**config.mk**
```make
export PLATFORM = sky130hd
export DESIGN_NAME = weight_loader_flat
export DESIGN_NICKNAME = d
export VERILOG_FILES = /design/src/rtl/gcn_pkg.sv /design/src/rtl/weight_loader_if.sv /design/src/rtl/wrap_counter.sv /design/src/rtl/weight_loader.sv /design/src/flat_wrapper.sv
export SDC_FILE = /design/constraint.sdc
export NUM_CORES = 1
export LEC_CHECK = 0
export ABC_CLOCK_PERIOD_IN_PS = 1750
export CORE_ASPECT_RATIO = 1.25
export CORE_MARGIN = 2
export CORE_UTILIZATION = 49
export DETAILED_ROUTE_END_ITERATION = 10
export HOLD_SLACK_MARGIN = 0.06
export PLACE_DENSITY_LB_ADDON = 0.25
export REMOVE_ABC_BUFFERS = 1
export SETUP_SLACK_MARGIN = 0.5
export SKIP_CTS_REPAIR_TIMING = 1
export SYNTH_ARGS = -nofsm -noshare
export SYNTH_HDL_FRONTEND = slang
export SYNTH_SLANG_ARGS = --single-unit
export TNS_END_PERCENT = 30
```
**constraint.sdc**
```tcl
create_clock -name clk -period 1.75 [get_ports clk]
set_clock_uncertainty 0.05 [all_clocks]
set_input_delay 0.525 -clock clk [delete_from_list [all_inputs] [get_ports clk]]
set_output_delay 0.525 -clock clk [all_outputs]
set_load 0.01 [all_outputs]
```
**src/rtl/gcn_pkg.sv**
```systemverilog
// Shared GCN weight-buffer types and default matrix geometry.
package gcn_pkg;

    typedef enum logic [1:0] {
        IDLE,
        LOAD,
        DONE
    } loader_state_t;

    localparam int DEF_WEIGHT_ROWS = 6;
    localparam int DEF_WEIGHT_COLS = 3;
    localparam int DEF_DATA_WIDTH  = 5;

endpackage

```
**src/rtl/weight_loader_if.sv**
```systemverilog
// Stream-in and memory-write bundle of the weight loader.
interface weight_loader_if #(
    parameter int DATA_WIDTH = 5,
    parameter int ADDR_WIDTH = 5,
    parameter int COL_WIDTH  = 2
);
    logic                  start;
    logic                  in_valid;
    logic [DATA_WIDTH-1:0] in_data;
    logic                  in_ready;
    logic                  wr_en;
    logic [ADDR_WIDTH-1:0] wr_addr;
    logic [DATA_WIDTH-1:0] wr_data;
    logic                  col_done;
    logic [COL_WIDTH-1:0]  col_idx;
    logic                  load_done;
    logic                  busy;

    modport master (
        output start, in_valid, in_data,
        input  in_ready, wr_en, wr_addr, wr_data,
        input  col_done, col_idx, load_done, busy
    );

    modport slave (
        input  start, in_valid, in_data,
        output in_ready, wr_en, wr_addr, wr_data,
        output col_done, col_idx, load_done, busy
    );
endinterface

```
**src/rtl/wrap_counter.sv**
```systemverilog
// Modulo-MAX up counter with synchronous clear and a wrap flag.
module wrap_counter #(
    parameter int MAX   = 2,
    parameter int WIDTH = 1
) (
    input  logic             clk,
    input  logic             rst,
    input  logic             clear,
    input  logic             enable,
    output logic [WIDTH-1:0] count,
    output logic             wrap
);
    localparam logic [WIDTH-1:0] LAST = WIDTH'(MAX - 1);

    assign wrap = enable && (count == LAST);

    always_ff @(posedge clk or posedge rst) begin
        if (rst) begin
            count <= '0;
        end else if (clear) begin
            count <= '0;
        end else if (enable) begin
            count <= wrap ? '0 : count + 1'b1;
        end
    end
endmodule

```
**src/rtl/weight_loader.sv**
```systemverilog
// Column-major weight stream to weight-memory write port, with
// per-column and whole-matrix completion flags.
module weight_loader
    import gcn_pkg::*;
#(
    parameter int WEIGHT_ROWS = DEF_WEIGHT_ROWS,
    parameter int WEIGHT_COLS = DEF_WEIGHT_COLS,
    parameter int DATA_WIDTH  = DEF_DATA_WIDTH,
    parameter int ROW_WIDTH   = $clog2(WEIGHT_ROWS),
    parameter int COL_WIDTH   = $clog2(WEIGHT_COLS),
    parameter int ADDR_WIDTH  = $clog2(WEIGHT_ROWS * WEIGHT_COLS)
) (
    input logic            clk,
    input logic            rst,
    weight_loader_if.slave bus
);
    localparam logic [ROW_WIDTH-1:0] ROW_LAST = ROW_WIDTH'(WEIGHT_ROWS - 1);

    loader_state_t         state;
    logic                  go;
    logic                  accept;
    logic                  row_wrap;
    logic                  last_beat;
    logic [ROW_WIDTH-1:0]  row;
    logic [COL_WIDTH-1:0]  col;
    logic [ADDR_WIDTH-1:0] addr;

    assign bus.in_ready = (state == LOAD);
    assign bus.busy     = (state == LOAD);

    assign go     = bus.start && (state != LOAD);
    assign accept = bus.in_valid && (state == LOAD);

    wrap_counter #(
        .MAX   (WEIGHT_ROWS),
        .WIDTH (ROW_WIDTH)
    ) u_row (
        .clk    (clk),
        .rst    (rst),
        .clear  (go),
        .enable (accept),
        .count  (row),
        .wrap   (row_wrap)
    );

    wrap_counter #(
        .MAX   (WEIGHT_COLS),
        .WIDTH (COL_WIDTH)
    ) u_col (
        .clk    (clk),
        .rst    (rst),
        .clear  (go),
        .enable (row_wrap),
        .count  (col),
        .wrap   (last_beat)
    );

    always_ff @(posedge clk or posedge rst) begin
        if (rst) begin
            state         <= IDLE;
            addr          <= '0;
            bus.wr_en     <= 1'b0;
            bus.wr_addr   <= '0;
            bus.wr_data   <= '0;
            bus.col_done  <= 1'b0;
            bus.col_idx   <= '0;
            bus.load_done <= 1'b0;
        end else begin
            bus.wr_en    <= accept;
            bus.col_done <= accept && (row == ROW_LAST);
            if (accept) begin
                bus.wr_addr <= addr;
                bus.wr_data <= bus.in_data;
                bus.col_idx <= col;
            end
            case (state)
                IDLE: begin
                    if (bus.start) begin
                        state <= LOAD;
                        addr  <= '0;
                    end
                end
                LOAD: begin
                    if (accept) begin
                        // Address returns to 0 after the last cell so it
                        // never leaves the matrix range.
                        if (last_beat) begin
                            state         <= DONE;
                            addr          <= '0;
                            bus.load_done <= 1'b1;
                        end else begin
                            addr <= addr + 1'b1;
                        end
                    end
                end
                DONE: begin
                    if (bus.start) begin
                        state         <= LOAD;
                        addr          <= '0;
                        bus.load_done <= 1'b0;
                    end
                end
                default: state <= IDLE;
            endcase
        end
    end
endmodule
```
**src/flat_wrapper.sv**
```systemverilog
// flat-port wrapper written by rule: the top's interface ports become plain ports
module weight_loader_flat import gcn_pkg::*;
#(
    parameter int WEIGHT_ROWS = DEF_WEIGHT_ROWS,
    parameter int WEIGHT_COLS = DEF_WEIGHT_COLS,
    parameter int DATA_WIDTH  = DEF_DATA_WIDTH,
    parameter int ROW_WIDTH   = $clog2(WEIGHT_ROWS),
    parameter int COL_WIDTH   = $clog2(WEIGHT_COLS),
    parameter int ADDR_WIDTH  = $clog2(WEIGHT_ROWS * WEIGHT_COLS)
)
  (clk, rst, bus_start, bus_in_valid, bus_in_data, bus_in_ready, bus_wr_en, bus_wr_addr, bus_wr_data, bus_col_done, bus_col_idx, bus_load_done, bus_busy);
  weight_loader_if #(.DATA_WIDTH(DATA_WIDTH), .ADDR_WIDTH(ADDR_WIDTH), .COL_WIDTH(COL_WIDTH)) bus_i ();
  input logic clk;
  input logic rst;
  input wire logic [$bits(bus_i.start)-1:0] bus_start;
  input wire logic [$bits(bus_i.in_valid)-1:0] bus_in_valid;
  input wire logic [$bits(bus_i.in_data)-1:0] bus_in_data;
  output wire logic [$bits(bus_i.in_ready)-1:0] bus_in_ready;
  output wire logic [$bits(bus_i.wr_en)-1:0] bus_wr_en;
  output wire logic [$bits(bus_i.wr_addr)-1:0] bus_wr_addr;
  output wire logic [$bits(bus_i.wr_data)-1:0] bus_wr_data;
  output wire logic [$bits(bus_i.col_done)-1:0] bus_col_done;
  output wire logic [$bits(bus_i.col_idx)-1:0] bus_col_idx;
  output wire logic [$bits(bus_i.load_done)-1:0] bus_load_done;
  output wire logic [$bits(bus_i.busy)-1:0] bus_busy;
  assign bus_i.start = bus_start;
  assign bus_i.in_valid = bus_in_valid;
  assign bus_i.in_data = bus_in_data;
  assign bus_in_ready = bus_i.in_ready;
  assign bus_wr_en = bus_i.wr_en;
  assign bus_wr_addr = bus_i.wr_addr;
  assign bus_wr_data = bus_i.wr_data;
  assign bus_col_done = bus_i.col_done;
  assign bus_col_idx = bus_i.col_idx;
  assign bus_load_done = bus_i.load_done;
  assign bus_busy = bus_i.busy;
  weight_loader #(.WEIGHT_ROWS(WEIGHT_ROWS), .WEIGHT_COLS(WEIGHT_COLS), .DATA_WIDTH(DATA_WIDTH), .ROW_WIDTH(ROW_WIDTH), .COL_WIDTH(COL_WIDTH), .ADDR_WIDTH(ADDR_WIDTH)) u_core (.clk(clk), .rst(rst), .bus(bus_i));
endmodule
```
Word level (Yosys, flattened, before mapping)
Index checks and enable logic that the tools add are counted.
{"block": "op_classes", "bitwise_logic": 0, "n_reduce_logical": 13, "n_mux": 18, "add_sub_neg": 3, "mul": 0, "n_div": 0, "n_lt_le_gt_ge": 0, "n_eq_ne": 9, "shifts": 0}
{"cell": "5-bit two-way mux", "n": 3}
{"cell": "2-bit two-way mux", "n": 6}
{"cell": "5-bit one-hot mux with 2 select lines", "n": 1}
{"cell": "3-bit two-way mux", "n": 3}
{"cell": "2-bit by 1-bit != test with 1-bit output (second input constant)", "n": 4}
{"cell": "2-bit nonzero test", "n": 4}
{"cell": "3-bit AND reduction", "n": 2}
{"cell": "5-bit by 1-bit adder with 5-bit output (second input constant)", "n": 1}
{"cell": "2-bit == test (second input constant)", "n": 2}
{"cell": "1-bit logical AND", "n": 4}
{"cell": "2-bit one-hot mux with 2 select lines", "n": 1}
{"cell": "4-bit AND reduction", "n": 1}
{"cell": "3-bit by 1-bit adder with 3-bit output (second input constant)", "n": 1}
{"cell": "3-bit == test (second input constant)", "n": 1}
{"cell": "1-bit two-way mux", "n": 3}
{"cell": "2-bit by 1-bit adder with 2-bit output (second input constant)", "n": 1}
{"cell": "2-bit by 1-bit == test with 1-bit output (second input constant)", "n": 1}
{"cell": "2-bit logical NOT", "n": 1}
{"cell": "2-bit != test (second input constant)", "n": 1}
{"cell": "1-bit one-hot mux with 2 select lines", "n": 1}
{"cell": "2-bit OR reduction", "n": 1}
{"block": "word_totals", "out_inout_bits": 17, "latch_bits": 0, "mem_bits_ro": 0, "n_memories": 0, "register_bits": 27, "mem_bits_rw": 0}

Depth between registers and ports, before layout
Gate-level depths: netlist of the first run.
{"block": "depth", "depth_word": 7, "depth_mapped": 6}

Modules after synthesis
A second synthesis of the first run with hierarchy kept.
{"block": "hier_totals", "hier_cells": 134, "hier_area_um2": 1247.4}
{"mod": "weight_loader", "seq_area_each_um2": 550.5, "area_per_inst_um2": 965.9, "cells_per_inst": 105, "n_inst": 1}
{"mod": "wrap_counter at u_core.u_row", "seq_area_each_um2": 75.1, "area_per_inst_um2": 181.4, "cells_per_inst": 18, "n_inst": 1}
{"mod": "wrap_counter at u_core.u_col", "seq_area_each_um2": 50.0, "area_per_inst_um2": 100.1, "cells_per_inst": 11, "n_inst": 1}

Least setup slack after synthesis of the first run
OpenSTA, ideal clock, no wires.
{"block": "synth_path", "kind": "register -> register", "start": "reg u_core.u_row.count[0]", "end": "reg u_core.addr[4]", "period_less_slack_ns": 1.589, "n_path_buf": 1, "setup_slack_ns": 0.161, "stages_incl_launch_ff": 6, "t_required_ns": 1.631, "arrival_ns": 1.470, "path_cell_list": "dfrtp_1 > ha_1 > and4b_1 > clkbuf_2 > or4_1 > nand3_1"}
{"block": "synth_between", "elab_chain_len": 6}
{"element": "start: declaration", "line": "wrap_counter.sv:10", "source": "output logic [WIDTH-1:0] count,"}
{"element": "start signal: assignment", "line": "wrap_counter.sv:23", "source": "count <= wrap ? '0 : count + 1'b1;"}
{"element": "3-bit == test", "line": "wrap_counter.sv:15", "source": "assign wrap = enable && (count == LAST);"}
{"element": "1-bit logical AND (2 in series)", "line": "wrap_counter.sv:15"}
{"element": "5-bit two-way mux", "line": "weight_loader.sv:87", "source": "if (last_beat) begin"}
{"element": "5-bit two-way mux", "line": "weight_loader.sv:84", "source": "if (accept) begin"}
{"element": "5-bit one-hot mux with 2 select lines", "line": "weight_loader.sv:76", "source": "case (state)"}
{"element": "end signal: assignment", "line": "weight_loader.sv:92", "source": "addr <= addr + 1'b1;"}
{"element": "end: declaration", "line": "weight_loader.sv:26", "source": "logic [ADDR_WIDTH-1:0] addr;"}
No other way between the ends. The select of a mux whose other input is x is not followed.
A chain may end at the register's enable or synchronous reset.

Worst setup path after layout of the first run
{"block": "layout_path", "start": "reg u_core.state[1]", "end": "out bus_busy"}
{"block": "layout_between", "elab_chain_len": 1}
{"element": "start: declaration", "line": "weight_loader.sv:19", "source": "loader_state_t state;"}
{"element": "start signal: assignment", "line": "weight_loader.sv:60", "source": "state <= IDLE;"}
{"element": "start signal: assignment", "line": "weight_loader.sv:79", "source": "state <= LOAD;"}
{"element": "start signal: assignment", "line": "weight_loader.sv:88", "source": "state <= DONE;"}
{"element": "2-bit by 1-bit == test with 1-bit output", "line": "weight_loader.sv:29", "source": "assign bus.busy = (state == LOAD);"}
{"element": "end: declaration", "line": "flat_wrapper.sv:25", "source": "output wire logic [$bits(bus_i.busy)-1:0] bus_busy;"}
No other way between the ends.

==> results of run 1 <==
## per-layer routing
metal | wire, um | up-vias | global-route usage [%]
li1 | - | 509 | -
met1 | 1080 | 526 | 20.5
met2 | 1480 | 41 | 35.7
met3 | 127 | 4 | 3.79
met4 | 37 | 0 | 7.35
met5 | 0 | - | 0
## Yosys cell counts, drive strengths merged
library cell and count:
nand2b 1, dfrtp 27, ha 3, a21oi 6, a32o 2, and2 2, or2b 1, o32ai 1
a21o 1, nand3 7, inv 5, clkbuf 4, buf 2, a31oi 1, or4 3, nand4 2
or3 2, o21ai 4, clkinv 1, o31ai 1, nand4b 2, and4b 1, nand2 41, nand3b 2
nor2 4
## cell families (layout without fill, tap and decap cells)
| family | after synthesis | after routing | share of synthesized area (%) |
|---|---|---|---|
| simple gates | 68 | 68 | 27.6 |
| flops | 27 | 27 | 56.1 |
| compound gates | 16 | 16 | 8.41 |
| buf+inv | 12 | 51 | 4.78 |
| fa+ha+maj | 3 | 3 | 3.12 |
## state kept, by name (all words and copies together), names as in the netlist
| register | count |
|---|---|
| u_core.addr | 5 |
| u_core.bus.wr_addr | 5 |
| u_core.bus.wr_data | 5 |
| u_core.u_row.count | 3 |
| u_core.bus.col_idx | 2 |
| u_core.state | 2 |
| u_core.u_col.count | 2 |
| u_core.bus.col_done | 1 |
| u_core.bus.load_done | 1 |
| u_core.bus.wr_en | 1 |
## through the flow
step                utilization, %  std cells  instance area [um2]
finish                        71.8        198                 1710
global placement              64.9        189                 1540
CTS                           66.1        193                 1570
floorplan                        -        120                 1170
global route                  71.8        198                 1710
detailed placement            64.9        189                 1540
## report_power, final
group          switching [W]  internal (W)
Sequential          0.000162      0.000785
Clock               0.000177     0.0000856
Combinational       0.000322      0.000351
## layout make-up
class	instances	area [um2]
inverter	6	26.3
clock inverter	1	5.00
sequential	27	676
tap	33	41.3
multi-input combinational	87	594
fill	176	671
clock buffer	3	22.5
timing repair buffer	41	342
## final timing paths
check / start / to / slack [ns]
max in group asynchronous: rst / u_core.bus.load_done$_DFFE_PP0P_ / 0.91
worst max-delay path: u_core.state[1]$_DFFE_PP0P_ / bus_busy / 0.03
worst min register to register: u_core.bus.wr_addr[0]$_DFFE_PP0P_ / u_core.bus.wr_addr[0]$_DFFE_PP0P_ / 0.44
worst max register to register: u_core.addr[0]$_DFFE_PP0P_ / u_core.addr[4]$_DFFE_PP0P_ / 0.14
worst min-delay path: u_core.bus.wr_addr[0]$_DFFE_PP0P_ / u_core.bus.wr_addr[0]$_DFFE_PP0P_ / 0.44
min in group asynchronous: rst / u_core.bus.wr_data[2]$_DFFE_PP0P_ / 0.49
## worst max-delay path, stage by stage, from the launching register on
cell and delay (ns):
dfrtp_1 0.40, or2b_1 0.25, inv_2 0.08, buf_6 0.10
==> results.sh, run 1 <==
export IMPL_power_density_mw_per_mm2=1100
export IMPL_final_common_cell="nand2_1"
export IMPL_die_height_um=59.4
export IMPL_status="finished clean"
export IMPL_globalplace_congestion=0.804
export IMPL_ctsRootBufferMaster="clkbuf_4"
export IMPL_num_vias=1080
export IMPL_final_cell_mix="nand2_1 (34), dfrtp_1 (27), buf_2 (14), buf_4 (10)"
export IMPL_worstMarginPinSlew_ns=0.330
export IMPL_ys_ff_latch=27
export IMPL_routed_wirelength_mm=2.73
export IMPL_crit_arrival_ns=1.15
export IMPL_avgSynthCellArea_um2=9.56
export IMPL_htreeDepth=1
export IMPL_antenna_left=0
export IMPL_clk_latency_ns=0.32
export IMPL_fmax_mhz=581
export IMPL_grt_pass1_vias=995
export IMPL_cts_tree="built"
export IMPL_relSlewSlack_pct=78.0
export IMPL_ioPinCount=26
export IMPL_synth_warnings=0
export IMPL_yosys_area_top_type="dfrtp_1"
export IMPL_wl_per_cell_um=13.8
export IMPL_finalSetupViolations=0
export IMPL_critPathLaunchType="flip-flop"
export IMPL_yosysUniqueCellTypes=28
export IMPL_clk_path_buf_depth=2
export IMPL_tns_ns=0
export IMPL_period_share_pct=98.4
export IMPL_final_max_slew_violation_count=0
export IMPL_dp_slack_ns=-0.218
export IMPL_timing_final_ws_setup_ns=0.0279
export IMPL_holdPathStages=2
export IMPL_clk_pin_slew_ns=0.14
export IMPL_die_area_mm2=0.00287
export IMPL_grt_pass1_wl_mm=4.19
export IMPL_fp_coreArea_mm2=0.00238
export IMPL_diodes=0
export IMPL_die_x_um=48.4
export IMPL_ys_seq_area_share_pct=56.1
export IMPL_drc=0
export IMPL_whs_ns=0.439
export IMPL_rsz0062_at_grt="yes"
export IMPL_p_leak_nw=0.865
export IMPL_fin_crit_ns=1.72
export IMPL_antenna_found_initial=0
export IMPL_peakVddDrop_mv=0.872
export IMPL_path_class="reg2out"
export IMPL_syn_area_mm2=0.00120
export IMPL_grt_overflow=0
export IMPL_hold_class="reg2reg"
export IMPL_final_hold_violation_count=0
export IMPL_cts_sinks=27
export IMPL_dpl_hpwl_mm=1.88
export IMPL_grt_use_total_pct=18.7
export IMPL_crit_fanout=2
export IMPL_required_ns=1.17
export IMPL_dr_pass1_iters=4
export IMPL_end_kind="output port"
export IMPL_start_util_pct=50.7
export IMPL_worst_r2r_cell_count=4
export IMPL_maxCapViolCount=0
export IMPL_drt_iter0_markers=29
export IMPL_synth_cells=126
export IMPL_drive_gt1_share_pct=39.4
export IMPL_std_cell_rows=20
export IMPL_synth_top_cell_area_share_pct=56.1
export IMPL_final_nets=178
export IMPL_cts_made_buffers=3
export IMPL_grt_max_degree=28
export IMPL_synthTopCellsByArea="dfrtp_1 (56%), nand2_1 (13%), ha_1 (3.1%), nand3_1 (2.9%), a21oi_1 (2.5%)"
export IMPL_io_buffers=25
export IMPL_via_per_inst=5.45
export IMPL_finalPower_w=0.00188
export IMPL_syn_to_final_growth_pct=41.6
Note: power is estimated with default switching activity, not from simulation.
==> inputs of run 2 (changes only) <==
- GPL_ROUTABILITY_DRIVEN: unset -> 0
- SYNTH_HIERARCHICAL: unset -> 1
==> results.sh, run 2 <==
export IMPL_status="finished with violations"
export IMPL_violations="setup timing"
export IMPL_syn_area_mm2=0.00125
export IMPL_finalSetupViolations=1
export IMPL_die_area_mm2=0.00297
export IMPL_synth_async_reset_ratio_pct=100
export IMPL_final_common_cell="nand2_1"
export IMPL_synth_edf_count=0
export IMPL_whs_ns=0.322
export IMPL_top_regs="u_core/addr: 5 flops, u_core/bus.wr_addr: 5 flops, u_core/bus.wr_data: 5 flops"
export IMPL_internal_power_w=0.00136
export IMPL_synth_cells=134
export IMPL_rsz0062_at_grt="yes"
export IMPL_dr_pass1_iters=4
export IMPL_p_sw_share_pct=36.8
export IMPL_r2r_setup_slack_ns=-0.02
export IMPL_path_class="reg2reg"
export IMPL_relSlewSlack_pct=81.4
export IMPL_avgSynthCellArea_um2=9.31
export IMPL_synth_top_flop_cell="dfrtp_1"
export IMPL_dpl_hpwl_mm=1.80
export IMPL_synth_top_cells_by_count="nand2_1 (44), dfrtp_1 (27), a21oi_1 (7), nand2b_1 (7), nand3_1 (7)"
export IMPL_power_density_mw_per_mm2=1220
export IMPL_fp_coreArea_mm2=0.00243
export IMPL_routed_wirelength_mm=2.72
export IMPL_worst_r2r_cell_count=9
export IMPL_drc=0
export IMPL_clk_path_buf_depth=2
export IMPL_worstMarginPinSlew_ns=0.279
export IMPL_reg2reg_to="u_core/addr[4]$_DFFE_PP0P_"
export IMPL_antenna_left=0
export IMPL_crit_fanout=4
export IMPL_ioPinCount=26
export IMPL_antenna_found_initial=0
export IMPL_yosys_area_top_type="dfrtp_1"
export IMPL_wl_per_cell_um=12.6
export IMPL_synth_warnings=6
export IMPL_synth_top_cell_area_share_pct=54.2
export IMPL_start_util_pct=51.4
export IMPL_final_nets=195
export IMPL_required_ns=1.92
export IMPL_reg2reg_from="u_core/state[1]$_DFFE_PP0P_"
export IMPL_drive_gt1_share_pct=38.5
export IMPL_final_cell_mix="nand2_1 (32), dfrtp_1 (27), buf_4 (19), buf_2 (16), nand2_2 (10)"
export IMPL_fin_util_pct=72.5
export IMPL_maxCapViolCount=0
export IMPL_ctsRootBufferMaster="clkbuf_4"
export IMPL_die_height_um=60.4
export IMPL_via_per_inst=5.05
export IMPL_syn_to_final_growth_pct=41.0
export IMPL_synth_most_common_cell="nand2_1"
export IMPL_yosysUniqueCellTypes=29
export IMPL_peakVddDrop_mv=0.913
export IMPL_cts_sinks=27
export IMPL_diodes=0
export IMPL_io_buffers=25
export IMPL_ys_seq_area_share_pct=54.2
export IMPL_clk_latency_ns=0.32
export IMPL_pwr_share_seq_pct=45.9
export IMPL_final_max_slew_violation_count=0
export IMPL_timing_final_ws_setup_ns=-0.0226
export IMPL_grt_max_degree=24
export IMPL_cts_made_buffers=3
export IMPL_grt_pass1_wl_mm=4.30
export IMPL_p_leak_nw=0.928
export IMPL_synthTopCellsByArea="dfrtp_1 (54%), nand2_1 (13%), nand2b_1 (3.5%), ha_1 (3.0%), a21oi_1 (2.8%)"
export IMPL_grt_pass1_vias=1002
export IMPL_period_share_pct=101
export IMPL_std_cell_rows=20
export IMPL_final_hold_violation_count=0
export IMPL_fin_crit_ns=1.77
export IMPL_grt_overflow=0
export IMPL_drt_iter0_markers=15
export IMPL_critPathLaunchType="flip-flop"
export IMPL_end_kind="flip-flop"
export IMPL_num_vias=1085
export IMPL_crit_arrival_ns=1.94
export IMPL_cts_tree="built"
export IMPL_htreeDepth=1
export IMPL_die_x_um=49.1
export IMPL_hold_class="in2async"
export IMPL_fmax_mhz=564
export IMPL_combPwrFrac_pct=41.6
export IMPL_grt_use_total_pct=19.2
export IMPL_pwr_share_clk_pct=12.4
export IMPL_clk_pin_slew_ns=0.14
export IMPL_p_switching_w=0.000790
export IMPL_ys_ff_latch=27
## run 2: changes by cell type in the layout (fill, tap and decap cells not counted), moves of 3 or more
cell      before  now
nand2b_1       0    4
a21oi_2        5    2
nand2b_4       0    3
nand2_2        5   10
buf_4         10   19
a21oi_1        1    5
## run 2: worst max-delay path by stage
stage                                      startpoint                    endpoint  slack (ns)  cells past startpoint
final                     u_core/state[1]$_DFFE_PP0P_  u_core/addr[4]$_DFFE_PP0P_       -0.02                      9
after global routing      u_core/state[1]$_DFFE_PP0P_  u_core/addr[4]$_DFFE_PP0P_        -0.1                      9
after CTS                 u_core/state[1]$_DFFE_PP0P_                    bus_busy       -0.39                      2
after detailed placement                 bus_in_valid  u_core/addr[4]$_DFFE_PP0P_       -0.52                      9
after global placement                   bus_in_valid  u_core/addr[4]$_DFFE_PP0P_       -0.47                      9
after floorplan                          bus_in_valid  u_core/addr[4]$_DFFE_PP0P_       -0.31                      8
## run 2: cells by family after synthesis
kind of cell,count (synthesis),synth area share (%)
buf+inv,11,4.11
mux,1,0.802
simple gates,76,29.9
flops,27,54.2
xor+xnor,1,0.702
compound gates,15,7.32
fa+ha+maj,3,3.01
## run 2: metal layers
metal,global-route usage (%),wire (um)
met1,21.7,1040
met2,35.9,1550
met3,2.46,75
met4,9.80,46
met5,0,0
## run 2: worst max-delay path, stage by stage (launching register included)
cell	delay (ns)
dfrtp_1	0.45
buf_6	0.13
nand3b_4	0.15
inv_2	0.07
and3_4	0.20
nand2_4	0.06
nor2_4	0.12
and3b_1	0.20
a32oi_1	0.16
nand3_1	0.10
## run 2: cell type report
type,instances,area (um2)
timing repair buffer,49,382
fill,193,668
clock inverter,1,5.00
clock buffer,3,22.5
tap,33,41.3
multi-input combinational,96,611
inverter,6,22.5
sequential,27,676
## run 2: metrics by stage
stage | std cells | TNS [ns] | instance area, um2 | setup slack, ns | power (W)
final | 215 | -0.0226 | 1760 | -0.0226 | 0.00215
after global placement | 202 | -2.87 | 1620 | -0.471 | 0.00174
after CTS | 206 | -2.20 | 1650 | -0.388 | 0.00206
after floorplan | 129 | -0.884 | 1220 | -0.312 | 0.00137
after detailed placement | 202 | -3.64 | 1620 | -0.520 | 0.00179
after global routing | 215 | -0.183 | 1760 | -0.0953 | 0.00231
## run 2: power groups by stage
stage	logic (W)	clock network, W	registers (W)
finish	0.000893	0.000267	0.000986
global route	0.000991	0.000302	0.00102
global placement	0.000776	0	0.000969
detailed placement	0.000815	0	0.000977
floorplan	0.000363	0	0.00101
CTS	0.000820	0.000279	0.000962
